## config.mk

```make
export PLATFORM = sky130hd
export DESIGN_NAME = ifetch_order_monitor
export DESIGN_NICKNAME = d
export VERILOG_FILES = /design/src/rtl/ifetch_order_monitor.sv
export SDC_FILE = /design/constraint.sdc
export NUM_CORES = 1
export LEC_CHECK = 0
export CORE_UTILIZATION = 35
export DETAILED_ROUTE_END_ITERATION = 16
export PLACE_DENSITY_LB_ADDON = 0.3
export SLEW_MARGIN = 20
export SYNTH_ARGS = -nofsm -noshare
export SYNTH_HDL_FRONTEND = slang
export SYNTH_SLANG_ARGS = --single-unit
export TNS_END_PERCENT = 10
```

## constraint.sdc

```tcl
create_clock -name clock -period 8.7 [get_ports clock]
set_input_delay 1.74 -clock clock [delete_from_list [all_inputs] [get_ports clock]]
set_output_delay 1.74 -clock clock [all_outputs]
set_load 0.02 [all_outputs]
```

## src/rtl/ifetch_order_monitor.sv

```systemverilog
// ifetch_order_monitor
//   In-order request/response scoreboard for the IF-stage <-> i-cache fetch
//   interface. Every fetch request address is queued; every response must
//   come back for the oldest outstanding address. The block only observes,
//   flags errors as sticky bits, latches the first error, and keeps
//   saturating request/response counters.
//
// Ports
//   clock, reset         core clock; asynchronous active-high reset
//   req_valid, req_addr  fetch request issued this cycle and its address
//   rsp_valid, rsp_addr  instruction returned this cycle and its address
//   flush                pipeline redirect, discards all outstanding entries
//   clear_stats          zeroes counters and error state, queue untouched
//   outstanding          number of queued requests
//   full, empty          occupancy == DEPTH / occupancy == 0
//   err_overflow         sticky: request while full with no pop
//   err_mismatch         sticky: response address != oldest request
//   err_spurious         sticky: response with nothing outstanding
//   first_err_code       00 none, 01 overflow, 10 mismatch, 11 spurious
//   first_err_expected   head address at first mismatch, else 0
//   first_err_got        offending address at first error
//   req_count, rsp_count saturating event counters
module ifetch_order_monitor #(
  parameter int ADDRESS_BITS = 20,
  parameter int DEPTH        = 4,
  parameter int CNT_WIDTH    = 32
) (
  input  logic                       clock,
  input  logic                       reset,
  input  logic                       req_valid,
  input  logic [ADDRESS_BITS-1:0]    req_addr,
  input  logic                       rsp_valid,
  input  logic [ADDRESS_BITS-1:0]    rsp_addr,
  input  logic                       flush,
  input  logic                       clear_stats,
  output logic [$clog2(DEPTH+1)-1:0] outstanding,
  output logic                       full,
  output logic                       empty,
  output logic                       err_overflow,
  output logic                       err_mismatch,
  output logic                       err_spurious,
  output logic [1:0]                 first_err_code,
  output logic [ADDRESS_BITS-1:0]    first_err_expected,
  output logic [ADDRESS_BITS-1:0]    first_err_got,
  output logic [CNT_WIDTH-1:0]       req_count,
  output logic [CNT_WIDTH-1:0]       rsp_count
);

  localparam int CW = $clog2(DEPTH + 1);
  localparam int PW = (DEPTH > 1) ? $clog2(DEPTH) : 1;

  localparam logic [1:0] CODE_NONE     = 2'b00;
  localparam logic [1:0] CODE_OVERFLOW = 2'b01;
  localparam logic [1:0] CODE_MISMATCH = 2'b10;
  localparam logic [1:0] CODE_SPURIOUS = 2'b11;

  typedef enum logic {NO_ERR, LATCHED} err_state_t;

  logic [ADDRESS_BITS-1:0] mem [DEPTH];
  logic [PW-1:0]           head_ptr, tail_ptr, head_next, tail_next, wr_idx;
  logic [CW-1:0]           count, count_next;
  logic                    wr_en;

  logic rsp_live, pop, spurious, mismatch, overflow, err_evt;

  err_state_t              state, state_next;
  logic                    capture;
  logic [1:0]              cap_code;
  logic [ADDRESS_BITS-1:0] cap_expected, cap_got;

  // Pointers wrap at DEPTH-1 so non-power-of-two depths work.
  function automatic logic [PW-1:0] wrap_inc(input logic [PW-1:0] p);
    return (p == PW'(DEPTH - 1)) ? '0 : p + 1'b1;
  endfunction

  assign outstanding = count;

  // Event decode. Flush masks responses entirely; overflow is only possible
  // when the queue is full and nothing leaves it this cycle.
  always_comb begin
    rsp_live = rsp_valid & ~flush;
    pop      = rsp_live & (count != '0);
    spurious = rsp_live & (count == '0);
    mismatch = pop & (rsp_addr != mem[head_ptr]);
    overflow = req_valid & ~flush & (count == CW'(DEPTH)) & ~pop;
    err_evt  = mismatch | spurious | overflow;
  end

  // Queue next-state. On flush the queue restarts at slot 0 and a same-cycle
  // request becomes its only entry. On overflow the head is dropped while
  // the new request overwrites that same slot, so occupancy is unchanged.
  always_comb begin
    head_next  = head_ptr;
    tail_next  = tail_ptr;
    count_next = count;
    wr_en      = 1'b0;
    wr_idx     = tail_ptr;
    if (flush) begin
      head_next = '0;
      if (req_valid) begin
        wr_en      = 1'b1;
        wr_idx     = '0;
        tail_next  = wrap_inc('0);
        count_next = CW'(1);
      end else begin
        tail_next  = '0;
        count_next = '0;
      end
    end else begin
      if (pop || overflow) begin
        head_next = wrap_inc(head_ptr);
      end
      if (req_valid) begin
        wr_en     = 1'b1;
        tail_next = wrap_inc(tail_ptr);
      end
      if (req_valid && !pop && !overflow) begin
        count_next = count + 1'b1;
      end else if (!req_valid && pop) begin
        count_next = count - 1'b1;
      end
    end
  end

  // Queue storage, pointers and registered occupancy flags.
  always_ff @(posedge clock or posedge reset) begin
    if (reset) begin
      head_ptr <= '0;
      tail_ptr <= '0;
      count    <= '0;
      full     <= 1'b0;
      empty    <= 1'b1;
      for (int i = 0; i < DEPTH; i++) begin
        mem[i] <= '0;
      end
    end else begin
      head_ptr <= head_next;
      tail_ptr <= tail_next;
      count    <= count_next;
      full     <= (count_next == CW'(DEPTH));
      empty    <= (count_next == '0);
      if (wr_en) begin
        mem[wr_idx] <= req_addr;
      end
    end
  end

  // First-error FSM: state register.
  always_ff @(posedge clock or posedge reset) begin
    if (reset) begin
      state <= NO_ERR;
    end else begin
      state <= state_next;
    end
  end

  // First-error FSM: next state. clear_stats always returns to NO_ERR and
  // discards any error seen in the same cycle.
  always_comb begin
    state_next = state;
    if (clear_stats) begin
      state_next = NO_ERR;
    end else if (state == NO_ERR && err_evt) begin
      state_next = LATCHED;
    end
  end

  // First-error FSM: capture decision with mismatch > spurious > overflow.
  always_comb begin
    capture      = (state == NO_ERR) && err_evt && !clear_stats;
    cap_code     = CODE_NONE;
    cap_expected = '0;
    cap_got      = '0;
    if (mismatch) begin
      cap_code     = CODE_MISMATCH;
      cap_expected = mem[head_ptr];
      cap_got      = rsp_addr;
    end else if (spurious) begin
      cap_code = CODE_SPURIOUS;
      cap_got  = rsp_addr;
    end else if (overflow) begin
      cap_code = CODE_OVERFLOW;
      cap_got  = req_addr;
    end
  end

  // Sticky flags, first-error capture and saturating counters.
  always_ff @(posedge clock or posedge reset) begin
    if (reset) begin
      err_overflow       <= 1'b0;
      err_mismatch       <= 1'b0;
      err_spurious       <= 1'b0;
      first_err_code     <= CODE_NONE;
      first_err_expected <= '0;
      first_err_got      <= '0;
      req_count          <= '0;
      rsp_count          <= '0;
    end else if (clear_stats) begin
      err_overflow       <= 1'b0;
      err_mismatch       <= 1'b0;
      err_spurious       <= 1'b0;
      first_err_code     <= CODE_NONE;
      first_err_expected <= '0;
      first_err_got      <= '0;
      req_count          <= '0;
      rsp_count          <= '0;
    end else begin
      if (overflow) err_overflow <= 1'b1;
      if (mismatch) err_mismatch <= 1'b1;
      if (spurious) err_spurious <= 1'b1;
      if (capture) begin
        first_err_code     <= cap_code;
        first_err_expected <= cap_expected;
        first_err_got      <= cap_got;
      end
      if (req_valid && (req_count != '1)) begin
        req_count <= req_count + 1'b1;
      end
      if (rsp_live && (rsp_count != '1)) begin
        rsp_count <= rsp_count + 1'b1;
      end
    end
  end

endmodule

```

==> out/metrics.csv, run 1 <==
metric;value;unit
status;completed;
grt_pass1_wl;40.58;mm
worstPathRequired;9.07;ns
crit_chain;clkdlybuf4s50_1, nor2b_1, nand4b_1, inv_1, a21oi_1, nand3_1, and3_1, o32a_1;
fillers;2485;
hold_viol;0;
tns;0;ns
fin_skew;0.01184;ns
synth-edff-count;0;
power.leakage;4.949;nW
routed_wl;25.37;mm
cts_tree;built;
crit_path_start_kind;input port;
die-area;28080;µm²
final_cell_area;12090;µm²
drv_slew;0;
slew_headroom;30.46;%
reg2reg_from;head_ptr[0];
hold-path-cell-count;1;
critPathMaxStageDelay;0.87;ns
worstRegToRegCells;8;
core_area;26950;µm²
grt_antenna_before_repair;0;
vias_per_cell;5.198;
powerDensity;192.0;nW/µm²
grt_pass1_vias;7062;
final_cell_mix;dfrtp_1, clkdlybuf4s50_1, nor2_1;
fin_crit;4.984;ns
endpoint_kind;flip-flop;
num-nets-final;1044;
antenna_left;0;
cts_resized;0;
dieHeight;167.6;µm
area_growth;25.96;%
ir_drop;0.1309;mV
synth-seq-cells;199;
drtIter0Drc;556;
period_share;57.29;%
seq_area_frac_synth;51.92;%
final_common_cell;dfrtp_1;
synth_flop_cell;dfrtp_1;
crit_fanout;23;
critical_path_buf_inv_count;2;
cp_top_family;simple AND/OR/NAND/NOR gates;
cp.arrival;5.35;ns
synth-warning-count;0;
place_congestion;0.7933;
cts_hold_buffers;0;
multi_input_area;4379;µm²
drive_gt1_share;15.24;%
clkSinkCount;199;
rsz0062_at_grt;false;
crit_type;in2reg;
layout.area.seq;4981;µm²
start_util;35.60;%
place_area;11500;µm²
r2r_slack;5.01;ns
cts.htree.levels;4;
post_cts_buffers;0;
drv_cap;0;
ys_types;49;
post-route-drc-count;0;
synth_cells;849;
clkLatencyLatePin;0.44;ns
netlist_area;9594;µm²
io_buffers;159;
grtUsageTotal;18.77;%
holdPathEnd;mem[43];
overflow;0;
ioPinCount;160;
clock_path_buffers;2;
synthArstFlopShare;100.0;%
fmax;0.2006;GHz
min_path_type;reg2reg;
die_x;167.6;µm
firstDrtPassIters;4;
cts_buffers;17;
diodes;0;
total_power;2.320;mW
synth_nets;902;
path_clk_slew;0.08;ns
cts-root-buf;clkbuf_16;
fp-row-count;60;
hpwlAfterDp;17.46;mm
reg2reg_to;first_err_got[13];
via_count;6991;
worst_pin_slew;1.038;ns
hold_start;mem[43];
slowest_stage;nand4b_1;
finalSetupViolCount;0;
grt_max_degree;126;
routedWlPerCell;18.86;µm
avgSynthCellArea;11.30;µm²
[metal layers]
metal | track usage [%] | share of wire, % | vias to the layer above
li1 | - | - | 3296
met1 | 24.57 | 45 | 3516
met2 | 31.63 | 50 | 149
met3 | 3.427 | 3.3 | 30
met4 | 5.505 | 2.0 | 0
met5 | 0 | 0 | -
[synth_stat cells, drive strengths merged, types with 6 or more instances]
| cell type | n | area, µm² |
|---|---|---|
| mux2 | 80 | 900.9 |
| buf | 12 | 75.07 |
| mux4 | 20 | 450.4 |
| ha | 7 | 87.58 |
| nand2 | 39 | 146.4 |
| clkbuf | 34 | 127.6 |
| and4 | 11 | 96.34 |
| and2 | 8 | 50.05 |
| mux2i | 6 | 60.06 |
| a21oi | 18 | 90.09 |
| xor2 | 18 | 157.7 |
| inv | 13 | 48.80 |
| dfrtp | 198 | 4955 |
| xnor2 | 51 | 446.7 |
| nor2 | 127 | 476.7 |
| o32a | 19 | 190.2 |
| nor2b | 23 | 143.9 |
| and3 | 31 | 193.9 |
| nor4 | 8 | 56.30 |
| nand3 | 19 | 95.09 |
| nand4 | 16 | 100.1 |
| nor3 | 19 | 100.1 |
| o21ai | 15 | 75.07 |
| a22o | 20 | 175.2 |
| or3 | 10 | 62.56 |
[area by class of cell]
cell class,instances,area share (%)
clock buffer,18,3.634
clock inverter,14,1.170
inverter,13,0.4659
multi-input combinational,591,36.24
sequential,199,41.22
tap,341,3.530
timing repair buffer,169,13.75
[registers in the layout, indices dropped and copies added (netlist names)]
register            flops
mem                    80
req_count              32
rsp_count              32
first_err_expected     20
first_err_got          20
outstanding             3
first_err_code          2
head_ptr                2
tail_ptr                2
empty                   1
err_mismatch            1
err_overflow            1
err_spurious            1
full                    1
state                   1
[kinds of logic (layout without fill, tap and decap cells)]
group,count (synthesis),after routing,share of synthesized area [%]
flops,199,199,51.92
mux,106,106,14.71
xor+xnor,69,69,6.299
fa+ha+maj,7,7,0.9128
compound gates,91,91,7.173
simple gates,318,318,16.37
buf+inv,59,214,2.621
[report_power, final]
group | internal, mW | switching [mW]
sequential | 1.06 | 0.0717
combinational | 0.222 | 0.193
clock | 0.388 | 0.390
total | 1.67 | 0.655
[worst max path at each step]
stage	startpoint	endpoint	slack (ns)	cells past startpoint
detailed placement	req_valid	first_err_expected[0]	3.27	8
global placement	req_valid	first_err_expected[10]	3.33	8
finish	req_valid	first_err_got[1]	3.72	8
floorplan	reset	err_mismatch	1.54	1
global route	req_valid	first_err_got[17]	3.35	8
CTS	req_valid	first_err_expected[3]	3.71	8
[per-stage QoR]
| step | worst slack, ns | utilization [%] | instances | hold slack [ns] |
|---|---|---|---|---|
| 2_1_floorplan | 1.536 | - | 849 | 0.4741 |
| 3_3_place_gp | 3.331 | 42.66 | 1313 | 0.4824 |
| 3_5_place_dp | 3.267 | 42.66 | 1313 | 0.4911 |
| 4_1_cts | 3.712 | 44.81 | 1345 | 0.5085 |
| 5_1_grt | 3.352 | 44.84 | 1345 | 0.5171 |
| 6_report | 3.716 | 44.84 | 1345 | 0.5058 |
[worst register-to-register path, delay by kind of cell, from the launching register on]
kind | cells | cell delay (ns)
mux | 1 | 0.63
simple gates | 4 | 1.64
compound gates | 1 | 0.28
buf+inv | 1 | 0.39
flops | 1 | 0.32
xor+xnor | 1 | 0.33
Note: power is estimated with default switching activity, not from simulation.
==> inputs of run 2 (changes only) <==
clock period = 4.1 ns   (was 8.7 ns; I/O delays follow)
==> run 2 against run 1 <==
  * Sequential power up 110%
  * Setup slack got worse by 2.9 ns
  * Count of clock-buffer cells in the layout shrank 1
  * Clock skew grew 0.0087 ns
  * Flip-flop and latch count stayed put
  * Core utilization rose by 0.38 points
  * First-iteration DRC count decreased by 0.18%
  * Highest routed layer unchanged
  * Design area increased by 0.85%
  * Critical path type is now reg2reg
  * Non-clock buffer count grew 9
  * Hold slack is essentially flat
  * Via count increased by 0.66%
  * Wire length down 0.74%
==> out/metrics.csv, run 2 (synthesized netlist as in run 1, its figures left out) <==
metric;value;unit;change
cts_resized;0;;unchanged
p_sw;1.406;mW;+110%
post-route-drc-count;0;;unchanged
drv_cap;0;;unchanged
num-nets-final;1053;;+0.86%
critPathMaxStageDelay;0.59;ns;-0.28 ns
dieHeight;167.6;µm;unchanged
rsz0062_at_grt;false;;
routed_wl;25.18;mm;-0.74%
grt_antenna_before_repair;0;;unchanged
cts.htree.levels;4;;unchanged
cp.arrival;3.58;ns;-1.77 ns
clkSinkCount;199;;unchanged
via_count;7037;;+0.66%
drv_slew;0;;unchanged
top_regs;mem x80, req_count x32, rsp_count x32;;
crit_chain;buf_4, mux4_2, xnor2_1, nand4_1, nor3_2, a21oi_1, and2_1, a22o_1;;
largest_reg_flops;80;;unchanged
cts-root-buf;clkbuf_16;;
cts_tree;built;;
pre_cts_ws;0.7331;ns;-2.534 ns
multi_input_area;4370;µm²;-0.20%
core_area;26950;µm²;unchanged
ir_drop;0.2877;mV;+120%
routedWlPerCell;18.60;µm;-1.4%
grt_max_degree;86;;-32%
period_share;79.69;%;
cp_top_family;simple AND/OR/NAND/NOR gates;;
powerDensity;410.4;nW/µm²;+110%
tns;0;ns;unchanged
cts_buffers;17;;unchanged
crit_type;reg2reg;;
worst_pin_slew;0.9566;ns;-0.08106 ns
switching_share;28.11;%;-0.12 points
start_util;35.60;%;unchanged
final_cell_mix;dfrtp_1, clkdlybuf4s50_1, nor2_1;;
seq_power_share;47.8;%;-0.8 points
area_growth;27.03;%;
clkLatencyLatePin;0.44;ns;about the same
crit_path_start_kind;flip-flop;;
fmax;0.3061;GHz;
hpwlAfterDp;17.79;mm;+1.9%
slowest_stage;mux4_2;;
reg2reg_to;first_err_expected[7];;
io_buffers;159;;unchanged
path_clk_slew;0.08;ns;about the same
cts_hold_buffers;0;;unchanged
endpoint_kind;flip-flop;;
startpoint;head_ptr[0];;
reg2reg_from;head_ptr[0];;
min_path_type;reg2reg;;
final_common_cell;dfrtp_1;;
p_int;3.595;mW;+120%
antenna_left;0;;unchanged
fillers;2501;;+0.64%
status;completed;;
slew_headroom;36.23;%;+5.8 points
vias_per_cell;5.197;;about the same
crit_fanout;20;;-13%
hold_viol;0;;unchanged
p_clk_share;34.5;%;+1.0 points
drtIter0Drc;555;;-0.18%
power.leakage;5.005;nW;+1.1%
firstDrtPassIters;5;;+1
power_frac_comb;17.8;%;about the same
critical_path_buf_inv_count;1;;-1
crit_path_end;first_err_expected[7];;
die-area;28080;µm²;unchanged
r2r_slack;0.83;ns;-4.18 ns
fp-row-count;60;;unchanged
overflow;0;;unchanged
largest_register;mem;;
grt_pass1_vias;7012;;-0.71%
drive_gt1_share;15.99;%;+0.75 points
path_depth;8;;unchanged
ioPinCount;160;;unchanged
worstPathRequired;4.42;ns;-4.65 ns
fin_crit;3.267;ns;
layout.area.seq;4981;µm²;unchanged
post_cts_buffers;0;;unchanged
clock_path_buffers;2;;unchanged
setup_ws;0.8329;ns;-2.883 ns
die_x;167.6;µm;unchanged
worstRegToRegCells;8;;unchanged
grt_pass1_wl;40.30;mm;-0.68%
fin_skew;0.02057;ns;+0.008729 ns
finalSetupViolCount;0;;unchanged
place_congestion;0.7972;;+0.49%
grtUsageTotal;18.51;%;-0.26 points
diodes;0;;unchanged
==> run 2: cell types whose count changed in the layout (fill, tap and decap cells not counted), sizes merged <==
cell	previous run	this run
clkinv	6	4
buf	11	20
clkinvlp	2	3
bufinv	0	1
inv	19	20
clkbuf	18	17
==> run 2: cell type report <==
class,count,share of cell area [%]
clock buffer,17,3.490
multi-input combinational,591,35.86
inverter,13,0.4312
tap,341,3.501
sequential,199,40.87
clock inverter,15,1.458
timing repair buffer,178,14.39
==> run 2: per-layer routing <==
layer	GRT usage [%]	share of wire, %	vias up
li1	-	-	3321
met1	24.74	46	3566
met2	30.83	50	128
met3	3.143	2.9	22
met4	5.265	1.8	0
met5	0	0	-
==> run 2: stage by stage <==
step | std cells | cell area (µm²) | util [%] | total power, mW | hold WS (ns)
final | 1354 | 12190 | 45.22 | 5.002 | 0.5062
after global routing | 1354 | 12190 | 45.22 | 5.222 | 0.5168
after detailed placement | 1322 | 11580 | 42.99 | 3.328 | 0.4876
after CTS | 1354 | 12190 | 45.22 | 5.053 | 0.5071
after floorplan | 849 | 9598 | - | 2.990 | 0.4741
after global placement | 1322 | 11580 | 42.99 | 3.298 | 0.4816
==> run 2: power groups by stage <==
| stage | Clock (mW) | Sequential [mW] | Combinational, mW |
|---|---|---|---|
| floorplan | 0 | 2.43 | 0.561 |
| finish | 1.72 | 2.39 | 0.888 |
| CTS | 1.76 | 2.39 | 0.903 |
| detailed placement | 0 | 2.43 | 0.901 |
| global route | 1.84 | 2.42 | 0.960 |
| global placement | 0 | 2.42 | 0.880 |
==> run 2: worst min path at each step <==
| stage | cells after the start | startpoint | slack (ns) | end |
|---|---|---|---|---|
| 2_1_floorplan | 1 | mem[0] | 0.47 | mem[0] |
| 3_3_place_gp | 1 | mem[14] | 0.48 | mem[14] |
| 3_5_place_dp | 2 | err_spurious | 0.49 | err_spurious |
| 4_1_cts | 2 | err_spurious | 0.51 | err_spurious |
| 5_1_grt | 1 | mem[18] | 0.52 | mem[18] |
| 6_report | 1 | mem[4] | 0.51 | mem[4] |
==> inputs of run 3 (changes only) <==
clock period = 2.6 ns   (was 4.1 ns; I/O delays follow)
==> run 3 against run 2 <==
  * The run now ends with setup timing left
  * Highest routed layer unchanged
  * Sequential power increased by 58%
  * Register-to-register slack worse by 0.87 ns
  * Setup slack got worse by 0.87 ns
  * Die area unchanged
  * Non-clock buffer count grew 53
  * Cell count rose by 3.9%
  * Wire length grew 1.4%
  * Fmax grew 24%
  * Critical endpoint is now first_err_got[17]
==> out/metrics.csv, run 3 (synthesized netlist as in run 1, its figures left out) <==
metric;value;unit;change
status;finished, violations left;;
violations;setup timing;;
setup_ws;-0.03435;ns;-0.8673 ns
dieHeight;167.6;µm;unchanged
grt_pass1_wl;41.23;mm;+2.3%
routedWlPerCell;18.16;µm;-2.4%
drive_gt1_share;20.36;%;+4.4 points
overflow;0;;unchanged
drv_cap;0;;unchanged
grtUsageTotal;18.95;%;+0.44 points
busiest_layer;met2;;
core_area;26950;µm²;unchanged
post-route-drc-count;0;;unchanged
die-area;28080;µm²;unchanged
seq_power_share;47.4;%;-0.4 points
area_growth;32.94;%;
hpwlAfterDp;18.46;mm;+3.8%
use_met3;2.836;%;-0.31 points
cts_buffers;17;;unchanged
p_int;5.783;mW;+61%
cts.htree.levels;4;;unchanged
path_clk_slew;0.07;ns;about the same
antenna_left;0;;unchanged
min_path_type;in2async;;
power.leakage;5.316;nW;+6.2%
slew_headroom;57.11;%;+21 points
cts_tree;built;;
grtUsageMet2;30.98;%;+0.14 points
drtIter0Drc;455;;-18%
firstDrtPassIters;5;;unchanged
finalSetupViolCount;39;;+39
switching_share;27.22;%;-0.89 points
fp-row-count;60;;unchanged
fin_cells;1407;;+3.9%
worstPathRequired;2.91;ns;-1.51 ns
clkSinkCount;199;;unchanged
period_share;101.3;%;+22 points
crit_fanout;10;;-50%
ioPinCount;160;;unchanged
powerDensity;623.0;nW/µm²;+52%
diodes;0;;unchanged
crit_path_start_kind;flip-flop;;
final_cell_area;12750;µm²;+4.7%
die_x;167.6;µm;unchanged
p_sw;2.163;mW;+54%
ir_drop;0.3987;mV;+39%
pre_cts_ws;-0.1155;ns;-0.8486 ns
final_common_cell;dfrtp_1;;
rsz0062_at_grt;true;;
via_count;7211;;+2.5%
use_met1;25.81;%;+1.1 points
power_frac_comb;20.3;%;+2.5 points
p_clk_share;32.3;%;-2.2 points
fin_skew;0.009736;ns;-0.01083 ns
largest_register;mem;;
vias_per_cell;5.125;;-1.4%
drv_slew;0;;unchanged
start_util;35.60;%;unchanged
grt_max_degree;72;;-16%
num-nets-final;1106;;+5.0%
routed_wl;25.55;mm;+1.4%
hold_viol;0;;unchanged
largest_reg_flops;80;;unchanged
grt_antenna_before_repair;0;;unchanged
place_congestion;0.8331;;+4.5%
cts-root-buf;clkbuf_16;;
final_cell_mix;dfrtp_1, clkdlybuf4s50_1, nor2_1;;
worst_pin_slew;0.6367;ns;-0.3199 ns
io_buffers;159;;unchanged
cp.arrival;2.95;ns;-0.63 ns
clkLatencyLatePin;0.43;ns;about the same
fin_crit;2.634;ns;-0.6327 ns
place_area;12140;µm²;+4.8%
grt_pass1_vias;7236;;+3.2%
top_regs;mem x80, req_count x32, rsp_count x32;;
clock_path_buffers;2;;unchanged
dp_cells;1373;;+3.9%
crit_type;reg2reg;;
endpoint_kind;flip-flop;;
fmax;0.3796;GHz;+24%
-- run 3: changes by cell type in the layout (fill, tap and decap cells not counted), sizes merged --
cell	before	now
inv	20	16
clkbuf	17	20
buf	20	73
clkinvlp	3	4
-- run 3: power groups by stage --
stage                     clock, mW  combinational [mW]  sequential, mW
after floorplan                   0               0.885            3.83
after global placement            0                1.58            3.82
after detailed placement          0                1.61            3.83
after CTS                      2.65                1.62            3.77
after global routing           2.76                1.73            3.83
final                          2.56                1.61            3.77
-- run 3: layout make-up --
cell class	count	area, µm²
Timing Repair Buffer	231	2331
Clock buffer	20	436.7
Inverter	13	52.55
Tap cell	341	426.7
Sequential cell	199	4981
Fill cell	2457	14200
Clock inverter	12	120.1
Multi-Input combinational cell	591	4407
-- run 3: worst paths after layout --
path / from / to / slack [ns] / depth (start not counted)
worst max-delay path: head_ptr[1] / first_err_got[17] / -0.03 / 10
worst min-delay path: reset / first_err_got[1] / 0.44 / 2
worst max register to register: head_ptr[1] / first_err_got[17] / -0.03 / 10
worst min register to register: err_mismatch / err_mismatch / 0.50 / 2
max in group asynchronous: reset / empty / 1.38 / 4
min in group clock: err_mismatch / err_mismatch / 0.50 / 2
-- run 3: through the flow --
stage | TNS, ns | utilization [%] | hold slack, ns | power [mW]
2_1_floorplan | -97.72 | - | 0.4741 | 4.714
3_3_place_gp | -1.577 | 45.06 | 0.4798 | 5.398
3_5_place_dp | -3.136 | 45.06 | 0.4865 | 5.434
4_1_cts | -0.6077 | 47.28 | 0.4338 | 8.046
5_1_grt | -6.772 | 47.33 | 0.4672 | 8.328
6_report | -0.9299 | 47.33 | 0.4397 | 7.946
-- run 3: repair_timing --
item                       in CTS  in global routing
setup endpoints to repair      40                 42
hold buffers                    0                  0
setup buffers                   2                  0
pin swaps                       4                  2
hold endpoints to repair        0                  0
gates resized for setup         5                  2
-- run 3: worst max-delay path, cell delays in order, from the launching register on --
cell and delay (ns):
dfrtp_1 0.41, buf_12 0.15, mux4_2 0.54, xnor2_2 0.16, buf_4 0.15, nand4_1 0.15, nor2_1 0.18, nand3_1 0.12
buf_4 0.18, and3_1 0.18, o32a_1 0.28
-- run 3: per-layer routing --
metal / vias up / wire (µm)
li1: 3426 / -
met1: 3612 / 11800
met2: 150 / 12510
met3: 23 / 799
met4: 0 / 439
met5: - / 0
